===== config.mk =====
export PLATFORM = sky130hd
export DESIGN_NAME = mem_port_arbiter
export DESIGN_NICKNAME = d
export VERILOG_FILES = /design/src/rtl/mem_port_arbiter.sv
export SDC_FILE = /design/constraint.sdc
export NUM_CORES = 1
export LEC_CHECK = 0
export BUFFER_PORTS_ARGS = -buffer_cell sky130_fd_sc_hd__clkbuf_2
export CORE_AREA = 2 2 205 207
export CTS_BUF_LIST = sky130_fd_sc_hd__clkbuf_8
export DETAILED_ROUTE_END_ITERATION = 10
export DIE_AREA = 0 0 207 209
export HOLD_SLACK_MARGIN = 0.03
export RECOVER_POWER = 100
export SLEW_MARGIN = 10
export SYNTH_ARGS = -nofsm -noshare
export SYNTH_HDL_FRONTEND = slang
export SYNTH_SLANG_ARGS = --single-unit

===== constraint.sdc =====
create_clock -name clk -period 1.8 [get_ports clk]
set_input_delay 0 -clock clk [delete_from_list [all_inputs] [get_ports clk]]
set_output_delay 0 -clock clk [all_outputs]
set_load 0.005 [all_outputs]

===== src/rtl/mem_port_arbiter.sv =====
// mem_port_arbiter: shares one burst memory port between the icache and the dcache.
//
// Ports:
//   clk, rst                 clock, asynchronous active-low reset
//   ic_*                     icache requester: line read request, ready pulse, read beats
//   dc_*                     dcache requester: line read or write burst, ready, read beats
//   mem_*                    memory port: request/write beat out, ready and read beats in
//   stray_beat               sticky: a read beat arrived that matched no outstanding read
//
// One owner holds the port for a full line transaction (request + BURST_LEN read beats, or
// BURST_LEN write beats). Ties in IDLE go to the requester that was not granted last.
module mem_port_arbiter #(
  parameter int unsigned ADDR_WIDTH = 32,
  parameter int unsigned DATA_WIDTH = 64,
  parameter int unsigned BURST_LEN  = 4
) (
  input  logic                  clk,
  input  logic                  rst,
  input  logic [ADDR_WIDTH-1:0] ic_addr,
  input  logic                  ic_read,
  output logic                  ic_ready,
  output logic [DATA_WIDTH-1:0] ic_rdata,
  output logic [ADDR_WIDTH-1:0] ic_raddr,
  output logic                  ic_rvalid,
  input  logic [ADDR_WIDTH-1:0] dc_addr,
  input  logic                  dc_read,
  input  logic                  dc_write,
  input  logic [DATA_WIDTH-1:0] dc_wdata,
  output logic                  dc_ready,
  output logic [DATA_WIDTH-1:0] dc_rdata,
  output logic [ADDR_WIDTH-1:0] dc_raddr,
  output logic                  dc_rvalid,
  output logic [ADDR_WIDTH-1:0] mem_addr,
  output logic                  mem_read,
  output logic                  mem_write,
  output logic [DATA_WIDTH-1:0] mem_wdata,
  input  logic                  mem_ready,
  input  logic [DATA_WIDTH-1:0] mem_rdata,
  input  logic [ADDR_WIDTH-1:0] mem_raddr,
  input  logic                  mem_rvalid,
  output logic                  stray_beat
);

  localparam int unsigned CntW = $clog2(BURST_LEN);
  localparam logic [CntW-1:0] LastBeat = CntW'(BURST_LEN - 1);
  localparam logic OwnIc = 1'b0;
  localparam logic OwnDc = 1'b1;

  typedef enum logic [1:0] {StIdle, StRdReq, StRdWait, StWrBurst} state_e;

  state_e                r_state, w_state_next;
  logic                  r_owner, w_owner_next;
  logic                  r_rr_last, w_rr_next;
  logic [CntW-1:0]       r_cnt, w_cnt_next;
  logic [ADDR_WIDTH-1:0] r_addr, w_addr_next;
  logic                  r_stray, w_stray_set;
  logic                  w_ic_req, w_dc_req, w_beat_ok;

  assign w_ic_req   = ic_read;
  assign w_dc_req   = dc_read | dc_write;
  assign w_beat_ok  = (r_state == StRdWait) && mem_rvalid && (mem_raddr == r_addr);
  assign stray_beat = r_stray;

  always_ff @(posedge clk or negedge rst) begin
    if (!rst) begin
      r_state   <= StIdle;
      r_owner   <= OwnIc;
      r_rr_last <= OwnIc;
      r_cnt     <= '0;
      r_addr    <= '0;
      r_stray   <= 1'b0;
    end else begin
      r_state   <= w_state_next;
      r_owner   <= w_owner_next;
      r_rr_last <= w_rr_next;
      r_cnt     <= w_cnt_next;
      r_addr    <= w_addr_next;
      r_stray   <= r_stray | w_stray_set;
    end
  end

  always_comb begin
    w_state_next = r_state;
    w_owner_next = r_owner;
    w_rr_next    = r_rr_last;
    w_cnt_next   = r_cnt;
    w_addr_next  = r_addr;
    w_stray_set  = mem_rvalid & ~w_beat_ok;
    ic_ready     = 1'b0;
    ic_rdata     = '0;
    ic_raddr     = '0;
    ic_rvalid    = 1'b0;
    dc_ready     = 1'b0;
    dc_rdata     = '0;
    dc_raddr     = '0;
    dc_rvalid    = 1'b0;
    mem_addr     = '0;
    mem_read     = 1'b0;
    mem_write    = 1'b0;
    mem_wdata    = '0;

    case (r_state)
      StIdle: begin
        w_cnt_next = '0;
        if (w_dc_req && (!w_ic_req || r_rr_last == OwnIc)) begin
          w_owner_next = OwnDc;
          w_rr_next    = OwnDc;
          w_addr_next  = dc_addr;
          // A dirty writeback must leave before the refill read of the same set.
          w_state_next = dc_write ? StWrBurst : StRdReq;
        end else if (w_ic_req) begin
          w_owner_next = OwnIc;
          w_rr_next    = OwnIc;
          w_addr_next  = ic_addr;
          w_state_next = StRdReq;
        end
      end

      StRdReq: begin
        mem_read = 1'b1;
        mem_addr = r_addr;
        if (mem_ready) begin
          ic_ready     = (r_owner == OwnIc);
          dc_ready     = (r_owner == OwnDc);
          w_cnt_next   = '0;
          w_state_next = StRdWait;
        end
      end

      StRdWait: begin
        if (w_beat_ok) begin
          if (r_owner == OwnIc) begin
            ic_rvalid = 1'b1;
            ic_rdata  = mem_rdata;
            ic_raddr  = mem_raddr;
          end else begin
            dc_rvalid = 1'b1;
            dc_rdata  = mem_rdata;
            dc_raddr  = mem_raddr;
          end
          w_cnt_next = r_cnt + CntW'(1);
          if (r_cnt == LastBeat) w_state_next = StIdle;
        end
      end

      StWrBurst: begin
        mem_write = dc_write;
        mem_wdata = dc_wdata;
        mem_addr  = r_addr;
        dc_ready  = mem_ready;
        // A gap in dc_write only stalls; the burst always completes BURST_LEN beats.
        if (mem_ready && dc_write) begin
          w_cnt_next = r_cnt + CntW'(1);
          if (r_cnt == LastBeat) w_state_next = StIdle;
        end
      end

      default: w_state_next = StIdle;
    endcase
  end

endmodule

# Yosys cells after proc, flatten, opt, wreduce, memory -nomap -nowiden
# Index checks and enable logic that the tools add are counted.
totals:
  romBits: 0
  ram_bits: 0
  elab_cells: 74
  output_inout_bits: 295
  memories: 0
  register_bits: 38
  inputBits: 231
  latchBits: 0
op_classes:
  n_reduce_logical: 12
  shifts: 0
  n_addsub: 1
  mux: 42
  bitwise_logic: 5
  mul: 0
  order_cmp: 0
  n_div: 0
  eq_ne: 9
ops:
  columns: ["cell", "count"]
  rows:
  - ["$mux 64", 7]
  - ["$mux 32", 9]
  - ["$eq 32x32->1", 1]
  - ["$mux 2", 10]
  - ["$pmux 2 s4", 2]
  - ["$mux 1", 13]
  - ["$eq 2x2->1 const B", 3]
  - ["$ne 2x2->1 const B", 3]
  - ["$logic_and 1x1->1", 4]
  - ["$reduce_and 4->1", 1]
  - ["$ne 3x3->1 const B", 1]
  - ["$reduce_and 3->1", 1]
  - ["$add 2x1->2 const B", 1]
  - ["$eq 2x1->1 const B", 1]
  - ["$logic_not 2->1", 1]
  - ["$not 1->1", 2]
  - ["$or 1x1->1", 2]
  - ["$pmux 1 s2", 1]
  - ["$reduce_and 2->1", 1]
  - ["$reduce_bool 2->1", 1]
  - ["$reduce_or 2->1", 1]
  - ["$and 1x1->1", 1]
  - ["$logic_not 1->1", 1]
  - ["$logic_or 1x1->1", 1]

# Depth between registers and ports, before layout
logic_depth:
  word_depth: 6
  ltp_mapped: 8
  mapped_depth_nobuf: 5

# Worst setup path before layout
# No wires, ideal clock.
synth_path:
  path_kind: "register to register"
  from: "register r_addr[16]"
  to: "register r_state[1]"
  n_path_buf: 0
  t_required_ns: 1.676
  t_arrival_ns: 1.893
  setup_time_ns: 0.124
  synth_period_minus_slack_ns: 2.017
  stages_incl_launch_ff: 6
  slack_ns: -0.217
  cell_sequence: "dfrtp_1 xnor2_1 nand4_1 or4_4 or3_1 a211o_1"
synth_between:
  elab_chain_len: 4
synth_lines:
  columns: ["element", "line_no", "rtl"]
  rows:
  - ["start: declaration", "55", "logic [ADDR_WIDTH-1:0] r_addr, w_addr_next;"]
  - ["start signal: assignment", "77", "r_addr <= w_addr_next;"]
  - ["$eq 32x32->1", "61", "assign w_beat_ok = (r_state == StRdWait) && mem_rvalid && (mem_raddr == r_addr);"]
  - ["$logic_and 1x1->1", "61", null]
  - ["$ne 2x2->1 (no source line)", null, null]
  - ["$reduce_and 4->1 (no source line)", null, null]
  - ["end signal: assignment", "66", "r_state <= StIdle;"]
  - ["end signal: assignment", "73", "r_state <= w_state_next;"]
  - ["end: declaration", "51", "state_e r_state, w_state_next;"]
# Every way passes these cells.
# A chain may end at the register's enable or synchronous reset.

# Worst setup path after layout
layout_path:
  from: "register r_addr[22]"
  to: "output port ic_raddr[0]"
layout_between:
  elab_chain_len: 4
layout_lines:
  columns: ["element", "line_no", "rtl"]
  rows:
  - ["$eq 32x32->1", "61", null]
  - ["$logic_and 1x1->1", "61", null]
  - ["$mux 32", "131", "if (w_beat_ok) begin"]
  - ["$mux 32", "102", "case (r_state)"]
  - ["end: declaration", "23", "output logic [ADDR_WIDTH-1:0] ic_raddr,"]
# Every way passes these cells.

==> impl_metrics.csv <==
group,metric,value,unit
cts,cts_buffers,5,
cells_and_area,drive_above_1_share,0.590,
sta,rsz0062_at_grt,"true",
worst_setup_path,crit_chain,"xnor2_2 > buf_4 > nand4_1 > or4_4 > nor4_4 > buf_4 > buf_12 > buf_12 > buf_12 > and2_4 > buf_6",
sta,fin_crit_sh,1.51,
synthesis,avgSynthCellArea,7.55,µm²
worst_setup_path,reg2reg_from,"r_addr[22]$_DFFE_PN0P_",
detailed_routing,drt-vias-per-instance,3.81,
hold_path,min_from,"dc_addr[28]",
synthesis,netlist_instances,577,
placement,io_buffers,525,
cts,cts_buffer_depth,2,
cts,cts_tree,"done",
power_and_ir_drop,power_density,245,mW/mm²
detailed_routing,routed_wl,31800,µm
cells_and_area,layout_common_cells,"406 x clkbuf_2, 104 x and2_1, 100 x and2_4",
worst_setup_path,r2r-end,"r_state[1]$_DFFE_PN0P_",
status,violations,"setup timing",
floorplanning,die_h,209,µm
floorplanning,start_util,0.105,
floorplanning,num_rows,75,
placement,place_area,0.00828,mm²
sta,final.min_clock_period,2.71,ns
worst_setup_path,worst_setup_path_start_kind,"register",
cells_and_area,fillers,4458,
worst_setup_path,path_class,"register to primary output",
sta,drv_slew,0,
cells_and_area,nNetsFinal,1440,
detailed_routing,first_pass_iters,4,
placement,gp_congestion,0.906,
grt,track_usage,0.131,
grt,antenna_found_initial,4,
grt,grt_max_degree,107,
worst_setup_path,r2r_cells,7,
detailed_routing,vias,6659,
synthesis,synth_seq_cells,38,
cells_and_area,area_growth,126,%
cts,insertion_delay,0.31,ns
flow_run,drv_cap,0,
cts,cts_sinks,38,
worst_setup_path,r2r_slack,-0.53,ns
synthesis,synth-seq-area-share,0.218,
power_and_ir_drop,p_leak,5.54,nW
grt,grt_pass1_wl,42300,µm
worst_setup_path,crit_slowest_cell,"or4_4",
hold_path,worstHoldEndpoint,"r_addr[28]$_DFFE_PN0P_",
detailed_routing,drt-wirelength-per-cell,18.2,µm
status,status,"finished, violations left",
detailed_routing,drc,0,
worst_setup_path,arrival,2.71,ns
sta,hold_viol,0,
sta,setup_viol,198,
floorplanning,core,0.0413,mm²
worst_setup_path,critPathCaptureType,"primary output",
cts,clkTransAtPathRegs,0.10,ns
hold_path,hold_path.class,"input port to register",
sta,fmax,369,MHz
worst_setup_path,path_delay_family,"simple AND/OR/NAND/NOR gates",
floorplanning,die_area,0.0433,mm²
worst_setup_path,cp_max_fo,7,
cts,cts_root_buffer,"clkbuf_8",
worst_setup_path,max_stage_delay,0.59,ns
floorplanning,dieWidth,207,µm
detailed_routing,drtAntennaViolNets,0,
hold_path,holdPathStages,3,
cells_and_area,stdcell_area,0.00985,mm²
power_and_ir_drop,peakVddDrop,0.000242,V
synthesis,netlist_area,0.00435,mm²
placement,place_hpwl,24700,µm
sta,relSlewSlack,0.412,
worst_setup_path,worstPathRequired,1.80,ns
synthesis,synth_nets,809,
sta,skew,0.0187,ns
worst_setup_path,crit_path_frequent_cell,"buf_12",
cts,h-tree-depth,2,
sta,layout_setup_ws,-0.912,ns
cells_and_area,final_common_cell,"clkbuf_2",
sta,setup_tns,-157.39,ns
worst_setup_path,crit_buf_inv,6,
synthesis,ys_warn_count,0,
grt,globalRouteOverflowTotal,0,
floorplanning,num_io_pins,526,
cells_and_area,finish.utilization,0.239,
detailed_routing,drtIter0Drc,275,
sta,tightest_slew,0.882,ns
grt,grt_pass1_vias,6394,
synthesis,ys_types,39,
timing repair:
action	4_1_cts	5_1_grt
buffers inserted	14	7
setup endpoints to repair	242	213
gates resized for setup	38	132
hold buffers	42	0
pin swaps	8	17
cloned	7	6
hold endpoints to repair	57	0
worst min-delay path, cell delays in order:
cell and delay [ns]:
clkbuf_2 0.08, mux2i_1 0.08, o21ai_0 0.16
cells in the mapped netlist (all sizes together):
cell type	n	area [µm²]
nand4	8	50.1
inv	3	11.3
nor3	4	20.0
a41o	1	10.0
nor2	6	22.5
xor2	18	158
dfrtp	38	951
nor2b	1	6.26
and2	222	1390
o211ai	1	7.51
o21ai	34	170
nand3	2	10.0
nand2	39	146
a221o	1	10.0
a21o	1	7.51
a211o	1	8.76
clkbuf	39	146
nor4	9	86.3
o21a	1	7.51
nand2b	4	25.0
or2	1	6.26
mux2	1	11.3
a31oi	1	6.26
or4	2	18.8
nor4bb	1	10.0
or3	1	6.26
mux2i	32	320
buf	13	114
o221ai	1	8.76
o31ai	1	7.51
xnor2	15	131
a21oi	4	20.0
ha	1	12.5
and3	70	438
layer usage:
metal  wire, µm  track usage  up-vias
li1           -            -     3168
met2      17100        0.252      339
met5          0            0        -
met4        467       0.0229        0
met1      12600        0.153     3127
met3       1630       0.0189       25
state kept, by name, summed over array words and instances (netlist names):
register and flops:
r_addr 32, r_cnt 2, r_state 2, r_rr_last 1, stray_beat 1
area by class of cell:
class,instances,area (µm²),area share
inverter,3,11.3,0.00114
clock buffer,5,68.8,0.00699
timing repair buffer,676,4630,0.470
sequential,38,952,0.0966
tap,539,674,0.0685
antenna,1,2.50,0.000254
clock inverter,3,68.8,0.00699
multi-input combinational,484,3440,0.350
how the worst max path moves through the flow:
stage                     slack (ns)                    from                endpoint  depth (start not counted)
after floorplan                -0.21  r_addr[16]$_DFFE_PN0P_  r_state[1]$_DFFE_PN0P_                          5
after global placement         -0.63  r_addr[18]$_DFFE_PN0P_            dc_rdata[35]                          8
after detailed placement       -0.69  r_addr[18]$_DFFE_PN0P_            dc_rdata[49]                          8
final                          -0.91  r_addr[22]$_DFFE_PN0P_             ic_raddr[0]                         11
after global routing           -1.02   r_addr[0]$_DFFE_PN0P_            dc_rdata[11]                         12
after CTS                      -0.86  r_addr[18]$_DFFE_PN0P_             ic_raddr[4]                         10
per-stage QoR:
step / cells / hold slack (ns) / power (mW) / worst slack, ns
after floorplan: 577 / -0.296 / 0.988 / -0.209
after global placement: 1668 / -0.0347 / 1.43 / -0.628
after detailed placement: 1668 / -0.0475 / 1.44 / -0.687
after CTS: 1738 / 0.0333 / 2.45 / -0.860
after global routing: 1749 / 0.0304 / 2.54 / -1.02
final: 1749 / 0.0380 / 2.41 / -0.912
kinds of logic (layout without fill, tap and decap cells):
family          Yosys count  in the layout  share of synthesized area
flops                    38             38                      0.218
buf+inv                  55            687                     0.0624
compound gates           47             47                     0.0606
fa+ha+maj                 1              1                    0.00287
mux                      33             33                     0.0761
simple gates            370            370                      0.513
xor+xnor                 33             33                     0.0664
other cells               0              1                          0
where the power goes:
part	switching, mW	internal, mW
sequential	0.00107	0.854
clock	0.359	0.556
combinational	0.297	0.346
Power figures use the tool's default switching activity.
